===== src/rtl/sm_accumulator_if.sv =====
`default_nettype none
// ============================================================================
//  Module   : sm_accumulator_if
//  Purpose  : Bundles the sample stream, result stream and external adder
//             connections of the signed-magnitude accumulator.
//             slave  = accumulator view, master = environment view.
//  Revision : 1.0  initial release
// ============================================================================
interface sm_accumulator_if;
    // Input sample stream
    logic       in_valid;
    logic       in_ready;
    logic [7:0] in_data;
    logic       in_last;
    // External combinational signed-magnitude adder
    logic [7:0] add_a;
    logic [7:0] add_b;
    logic [7:0] add_sum;
    logic       add_carry;
    // Per-packet result stream
    logic       out_valid;
    logic       out_ready;
    logic [7:0] out_data;
    logic       out_ovf;
    logic [7:0] out_count;

    modport slave (
        input  in_valid, in_data, in_last, add_sum, add_carry, out_ready,
        output in_ready, add_a, add_b, out_valid, out_data, out_ovf, out_count
    );

    modport master (
        output in_valid, in_data, in_last, add_sum, add_carry, out_ready,
        input  in_ready, add_a, add_b, out_valid, out_data, out_ovf, out_count
    );
endinterface
`default_nettype wire


===== src/rtl/sm_accumulator.sv =====
`default_nettype none
// ============================================================================
//  Module   : sm_accumulator
//  Purpose  : Accumulates a packet of 8-bit signed-magnitude samples through
//             an external adder, saturating to +/-127, and emits one
//             normalised total per packet with a sticky overflow flag and a
//             saturating beat count.
//  Revision : 1.0  initial release
// ============================================================================
module sm_accumulator (
    input  wire             clk,
    input  wire             rst_n,
    sm_accumulator_if.slave bus
);

    typedef enum logic [1:0] {
        S_IDLE  = 2'd0,
        S_ACCUM = 2'd1,
        S_DONE  = 2'd2
    } state_t;

    localparam logic [7:0] C_NEG_ZERO  = 8'h80;
    localparam logic [7:0] C_COUNT_MAX = 8'hFF;

    state_t     r_state;
    state_t     w_state_next;
    logic [7:0] r_acc;
    logic       r_ovf;
    logic [7:0] r_count;

    logic       w_accept;
    logic       w_first;
    logic [7:0] w_acc_next;
    logic       w_ovf_next;
    logic [7:0] w_count_next;

    assign w_accept = bus.in_valid & bus.in_ready;
    // In IDLE the adder sees +0 as operand A, so the first beat starts fresh
    // without needing to clear acc when a packet completes.
    assign w_first  = (r_state == S_IDLE);

    assign bus.in_ready  = (r_state != S_DONE);
    assign bus.out_valid = (r_state == S_DONE);
    assign bus.add_a     = w_first ? 8'h00 : r_acc;
    assign bus.add_b     = bus.in_data;
    // -0 is a legal internal value but is always presented as +0.
    assign bus.out_data  = (r_acc == C_NEG_ZERO) ? 8'h00 : r_acc;
    assign bus.out_ovf   = r_ovf;
    assign bus.out_count = r_count;

    // Next-state and datapath update for an accepted beat.
    always_comb begin
        w_state_next = r_state;
        w_acc_next   = r_acc;
        w_ovf_next   = r_ovf;
        w_count_next = r_count;

        if (w_accept) begin
            // Saturation discards the overflowed magnitude entirely.
            w_acc_next = bus.add_carry ? {bus.add_sum[7], 7'h7F} : bus.add_sum;
            w_ovf_next = w_first ? bus.add_carry : (r_ovf | bus.add_carry);
            if (w_first) begin
                w_count_next = 8'd1;
            end else if (r_count != C_COUNT_MAX) begin
                w_count_next = r_count + 8'd1;
            end
        end

        case (r_state)
            S_IDLE, S_ACCUM: begin
                if (w_accept) begin
                    w_state_next = bus.in_last ? S_DONE : S_ACCUM;
                end
            end
            S_DONE: begin
                if (bus.out_ready) begin
                    w_state_next = S_IDLE;
                end
            end
            default: w_state_next = S_IDLE;
        endcase
    end

    // State, accumulator, overflow flag and beat counter registers.
    always_ff @(posedge clk or negedge rst_n) begin
        if (!rst_n) begin
            r_state <= S_IDLE;
            r_acc   <= 8'h00;
            r_ovf   <= 1'b0;
            r_count <= 8'h00;
        end else begin
            r_state <= w_state_next;
            r_acc   <= w_acc_next;
            r_ovf   <= w_ovf_next;
            r_count <= w_count_next;
        end
    end

endmodule
`default_nettype wire


===== src/flat_wrapper.sv =====
// flat-port wrapper written by rule: the top's interface ports become plain ports
module sm_accumulator_flat 
  (clk, rst_n, bus_in_valid, bus_in_data, bus_in_last, bus_add_sum, bus_add_carry, bus_out_ready, bus_in_ready, bus_add_a, bus_add_b, bus_out_valid, bus_out_data, bus_out_ovf, bus_out_count);
  sm_accumulator_if bus_i ();
  input  wire clk;
  input  wire rst_n;
  input wire logic [$bits(bus_i.in_valid)-1:0] bus_in_valid;
  input wire logic [$bits(bus_i.in_data)-1:0] bus_in_data;
  input wire logic [$bits(bus_i.in_last)-1:0] bus_in_last;
  input wire logic [$bits(bus_i.add_sum)-1:0] bus_add_sum;
  input wire logic [$bits(bus_i.add_carry)-1:0] bus_add_carry;
  input wire logic [$bits(bus_i.out_ready)-1:0] bus_out_ready;
  output wire logic [$bits(bus_i.in_ready)-1:0] bus_in_ready;
  output wire logic [$bits(bus_i.add_a)-1:0] bus_add_a;
  output wire logic [$bits(bus_i.add_b)-1:0] bus_add_b;
  output wire logic [$bits(bus_i.out_valid)-1:0] bus_out_valid;
  output wire logic [$bits(bus_i.out_data)-1:0] bus_out_data;
  output wire logic [$bits(bus_i.out_ovf)-1:0] bus_out_ovf;
  output wire logic [$bits(bus_i.out_count)-1:0] bus_out_count;
  assign bus_i.in_valid = bus_in_valid;
  assign bus_i.in_data = bus_in_data;
  assign bus_i.in_last = bus_in_last;
  assign bus_i.add_sum = bus_add_sum;
  assign bus_i.add_carry = bus_add_carry;
  assign bus_i.out_ready = bus_out_ready;
  assign bus_in_ready = bus_i.in_ready;
  assign bus_add_a = bus_i.add_a;
  assign bus_add_b = bus_i.add_b;
  assign bus_out_valid = bus_i.out_valid;
  assign bus_out_data = bus_i.out_data;
  assign bus_out_ovf = bus_i.out_ovf;
  assign bus_out_count = bus_i.out_count;
  sm_accumulator u_core (.clk(clk), .rst_n(rst_n), .bus(bus_i));
endmodule

===== config.mk =====
export PLATFORM = sky130hd
export DESIGN_NAME = sm_accumulator_flat
export DESIGN_NICKNAME = d
export VERILOG_FILES = /design/src/rtl/sm_accumulator_if.sv /design/src/rtl/sm_accumulator.sv /design/src/flat_wrapper.sv
export SDC_FILE = /design/constraint.sdc
export NUM_CORES = 1
export LEC_CHECK = 0
export ABC_CLOCK_PERIOD_IN_PS = 1800
export CELL_PAD_IN_SITES_DETAIL_PLACEMENT = 1
export CELL_PAD_IN_SITES_GLOBAL_PLACEMENT = 1
export CORE_MARGIN = 2
export CORE_UTILIZATION = 27
export DETAILED_ROUTE_END_ITERATION = 10
export PLACE_DENSITY_LB_ADDON = 0.1
export SLEW_MARGIN = 30
export SYNTH_ARGS = -nofsm -noshare
export SYNTH_HDL_FRONTEND = slang
export SYNTH_SLANG_ARGS = --single-unit

===== constraint.sdc =====
create_clock -name clk -period 1.8 [get_ports clk]
set_input_delay 0.36 -clock clk [delete_from_list [all_inputs] [get_ports clk]]
set_output_delay 0.36 -clock clk [all_outputs]
set_load 0.02 [all_outputs]

======== Yosys cells after proc, flatten, opt, wreduce, memory -nomap -nowiden ========
Index checks and enable logic that the tools add are counted.
storage, ports and cells
  register bits after elaboration ......... 19
  input port bits ......................... 22
  output and inout port bits .............. 35
  word-level logic and storage cells ...... 29
cells by class
  add/subtract/negate cells ............... 1
  eq/ne operators ......................... 7
  muxes and demuxes ....................... 10
  bitwise gates (word level) .............. 2
  reductions and logical operators ........ 5
operators by type and width
  operator               count
  $mux W8                4
  $add A8 B1 Y8 const B  1
  $eq A8 B8 Y1 const B   1
  $ne A8 B8 Y1 const B   1
  $mux W7                1
  $mux W2                3
  $ne A2 B2 Y1 const B   2
  $pmux W2 S2            1
  $reduce_and A2 Y1      2
  $eq A2 B1 Y1 const B   1
  $eq A2 B2 Y1 const B   1
  $logic_not A2 Y1       1
  $ne A2 B1 Y1 const B   1
  $reduce_bool A2 Y1     1
  $reduce_or A2 Y1       1
  $and A1 B1 Y1          1
  $mux W1                1
  $or A1 B1 Y1           1

======== Longest topological paths before layout ========
  word-level depth ........................ 4
  depth in mapped cells ................... 6
  gate-level depth less buffers ........... 5

======== Worst setup path before layout ========
No wires, ideal clock.
  path type ............................... reg2reg
  start point ............................. reg u_core.r_count[0] (netlist: u_core.bus.out_count[0])
  end point ............................... reg u_core.r_count[7] (netlist: u_core.bus.out_count[7])
  library setup time ...................... 96 ps
  arrival ................................. 1498 ps
  data required time ...................... 1704 ps
  slack ................................... 206 ps
  cell stages (with the launch flop) ...... 6
  path buffers ............................ 0
  clock period less this slack ............ 1594 ps
  cells stage by stage .................... dfrtp_1 ha_1 nand4_1 o211ai_4 or3b_1 o31ai_1
between the ends
  longest elaborated chain between the ends .. 3
  elaborated cells between the ends (all ways) .. 6
  classes of those cells .................. 1 x add/sub; 1 x eq/ne; 2 x mux; 2 x reduce/logical
RTL lines
  item                                                  line                                        source
  from (decl)                                           sm_accumulator.sv:29                        logic [7:0] r_count;
  from (signal assigned)                                sm_accumulator.sv:95                        r_count <= w_count_next;
  $add A8 B1 Y8 / $ne A8 B8 Y1 (equally long branches)  sm_accumulator.sv:65, sm_accumulator.sv:64
  $mux W8 / $reduce_bool A2 Y1 (equally long branches)  --
  $mux W8 / $reduce_and A2 Y1 (equally long branches)   --
Parallel ways exist; a longest one is shown, timed or not. The select of a mux whose other input is x is not followed.
A chain may end at the register's enable or synchronous reset.

======== Worst setup path after layout ========
  start point ............................. reg u_core.r_count[2] (netlist: u_core.bus.out_count[2])
  end point ............................... out bus_out_count[2]
RTL lines
  item       line                source
  to (decl)  flat_wrapper.sv:19  output wire logic [$bits(bus_i.out_count)-1:0] bus_out_count;
No word-level cell between the ends.

==> results <==
-- sequential cells by signal, indices dropped and copies added, names as in the netlist --
signal                cells
u_core.r_state            2
u_core.bus.out_count      8
u_core.r_acc              8
u_core.bus.out_ovf        1
-- through the flow --
step	setup slack, ns	cell area, um2
global route	0.00133	1540
global placement	0.0379	1490
floorplan	0.206	1060
finish	0.0685	1540
detailed placement	0.0682	1490
CTS	0.000146	1520
-- per-layer routing --
layer  part of all wire (%)  GRT usage, %  vias to the layer above
met5                      0             0                        -
met4                   0.68          4.59                        0
met3                    6.4          2.53                        6
met2                     47          21.9                       28
met1                     46          20.2                      506
li1                       -             -                      477
-- cells by family (layout without fill, tap and decap cells) --
family,after synthesis,in the layout,share of synthesized area [%]
simple gates,50,50,23.9
fa+ha+maj,1,1,1.17
buf+inv,21,55,10.6
mux,2,2,2.00
flops,19,19,44.7
compound gates,31,31,17.7
-- path summary, 6_finish.rpt --
path,to,start
setup reg to reg,u_core.bus.out_count[7],u_core.bus.out_count[0]
max in group asynchronous,u_core.bus.out_count[4],rst_n
setup / recovery,bus_out_count[2],u_core.bus.out_count[2]
hold / removal,u_core.bus.out_count[2],rst_n
hold reg to reg,u_core.bus.out_count[7],u_core.bus.out_count[7]
min in group clk,u_core.bus.out_count[7],u_core.bus.out_count[7]
-- report_power, final --
part           switching [uW]  internal (uW)  leakage (uW)
sequential               88.5            498      0.000224
combinational             322            293      0.000423
clock                     150            154     0.0000255
-- cell type report --
cell class / instances / area (um2) / share of cell area (%)
clock buffers: 3 / 41.3 / 2.69
clock inverters: 1 / 5.00 / 0.326
inverters: 1 / 3.75 / 0.244
multi-input cells: 84 / 483 / 31.5
flip-flops and latches: 19 / 477 / 31.1
well taps: 48 / 60.1 / 3.91
repair buffers: 50 / 465 / 30.3
-- placed cells by master, fill, tap and decap left out --
master	instances
a21boi_0	1
a21oi_1	10
a31oi_1	2
and2_1	1
and3_1	2
and4_1	1
buf_4	10
clkbuf_8	3
clkdlybuf4s15_1	1
clkdlybuf4s50_1	28
clkinv_2	1
dfrtp_1	18
dfrtp_2	1
dlygate4sd2_1	10
dlymetal6s2s_1	1
ha_1	1
inv_1	1
mux2_2	1
mux2i_1	1
nand2_1	6
nand2b_4	1
nand3_1	2
nand4_1	2
nor2_1	21
nor2b_1	10
nor3_1	1
nor4_2	1
o211ai_4	1
o21ai_0	9
o21ai_1	3
o22ai_1	1
o31ai_1	3
o41ai_1	1
or2_2	1
or3b_1	1
-- what timing repair did --
action	CTS	global route
hold endpoints to repair	0	0
pin swaps	0	0
gates resized for setup	11	4
setup endpoints to repair	11	3
==> results.tsv <==
stage	metric	value	unit
yosys	top cell type's share of synthesized area	44.7	%
clock_network	clock root cell	clkbuf_8	
critical_path	Crit path arrival time	1.37	ns
critical_path	CP Class	flip-flop to output port	
clock_network	# Post-CTS Setup Buffers	0	
critical_path	reg2reg setup slack	0.23	ns
final_layout	P&R area growth vs syn	44.2	%
routing	vias per cell	4.94	
routing	detailed-route via count	1017	
clock_network	H-Tree Depth	1	
critical_path	CP Depth	1	
pwr	Static Leak	0.000673	uW
timing	slew margin rel.	76.0	%
pwr	Design Power	1500	uW
routing	final wirelength	2930	um
global_route	antenna violations before repair	0	
routing	DRC errors left	0	
final_layout	Fill cells	456	
timing	Setup-failing EPs final	0	
yosys	syn nets	147	
clock_network	clock tree from TritonCTS	yes	
yosys	register bit total from synthesis	19	
timing	RSZ-0062 raised after global routing	no	
floorplan	core area	3720	um2
critical_path	CP endpoint kind	output port	
clock_network	CTS Hold Buffers Added	0	
global_route	gr ovfl total	0	
critical_path	R2R cell count	5	
clock_network	Num CTS Buffers	3	
routing	1st-pass router iterations	4	
floorplan	Die ar.	4460	um2
final_layout	nets@finish	182	
critical_path	CP Cell Sequence	clkdlybuf4s50_1	
floorplan	die width	66.8	um
clock_network	Longest Clk Path Bufs	2	
floorplan	Die Y	66.8	um
global_route	number of global-route vias before repair	1018	
placement	GPL Wtd Cong	0.743	
routing	Final ANT Viol Nets	0	
yosys	YS warnings	0	
clock_network	worst skew pair latency	0.26	ns
critical_path	CP bufs+invs	1	
yosys	mapped cell area	1060	um2
timing	post-layout min period	1.73	ns
pwr	Pwr Density	980	nW/um2
yosys	Mapped Avg Cell Area	8.59	um2
critical_path	top cell family by delay on the critical path	buffers and inverters	
timing	Clock Skew	0.00325	ns
final_layout	share of post-route cells with drive strength above 1	12.7	%
run	Max Cap Viol	0	
floorplan	Initial Utilization	28.7	%
yosys	number of synthesized flops with an enable pin	0	
timing	final hold violations	0	
critical_path	Max stage delay on crit path	0.65	ns
routing	WL/cell	14.2	um
yosys	Async SR Flop Fraction	100	%
clock_network	Clock Pin Slew Worst Setup and Hold Paths	0.08	ns
placement	DP Wirelength	2260	um
yosys	most frequently used flop master after synthesis	dfrtp_1	
timing	maximum clock rate	578	MHz
timing	final-report max-slew violation count	0	
critical_path	Max Fanout on Critical Path	7	
timing	worst hold margin	0.433	ns
placement	Post-Place Cells	202	
routing	initial DRC count	36	
min_path	Hold Path Class	input pin to async pin	
floorplan	I/O pin total	57	
final_layout	Ant. Diodes	0	
yosys	sequential fraction of the synthesis area	44.7	%
timing	Setup TNS Final	0	ns
critical_path	Setup crit start kind	flip-flop	
global_route	gr usage total	14.2	%
pwr	Max rail drop VDD	0.390	mV
placement	Port Buffers	40	
critical_path	WP data required	1.44	ns
yosys	count of different cell masters after synthesis	30	
status	status	completed	
floorplan	site row count	22	
global_route	first-pass GRT wire length	4860	um
timing	Tcrit/Tclk final	96.2	%
clock_network	CTS Sinks	19	
final_layout	fin util	41.3	%
final_layout	number of cells in the finished layout apart from fillers	206	
global_route	largest net degree at the start of global routing	20	
yosys	Cells after Synth	124	
yosys	Area contributors post-synth	dfrtp_1 45%, nor2_1 7.4%, nor2b_1 5.9%	
yosys	most instantiated cells after synthesis	21 x nor2_1, 19 x dfrtp_1, 10 x a21oi_1, 10 x nor2b_1	
critical_path	cell at the slowest stage of the critical path	clkdlybuf4s50_1	
yosys	most numerous cell in the Yosys netlist	nor2_1	
timing	Worst Tran Pin Value	0.359	ns
yosys	Yosys top cell by area	dfrtp_1	
Note: power is estimated with default switching activity, not from simulation.
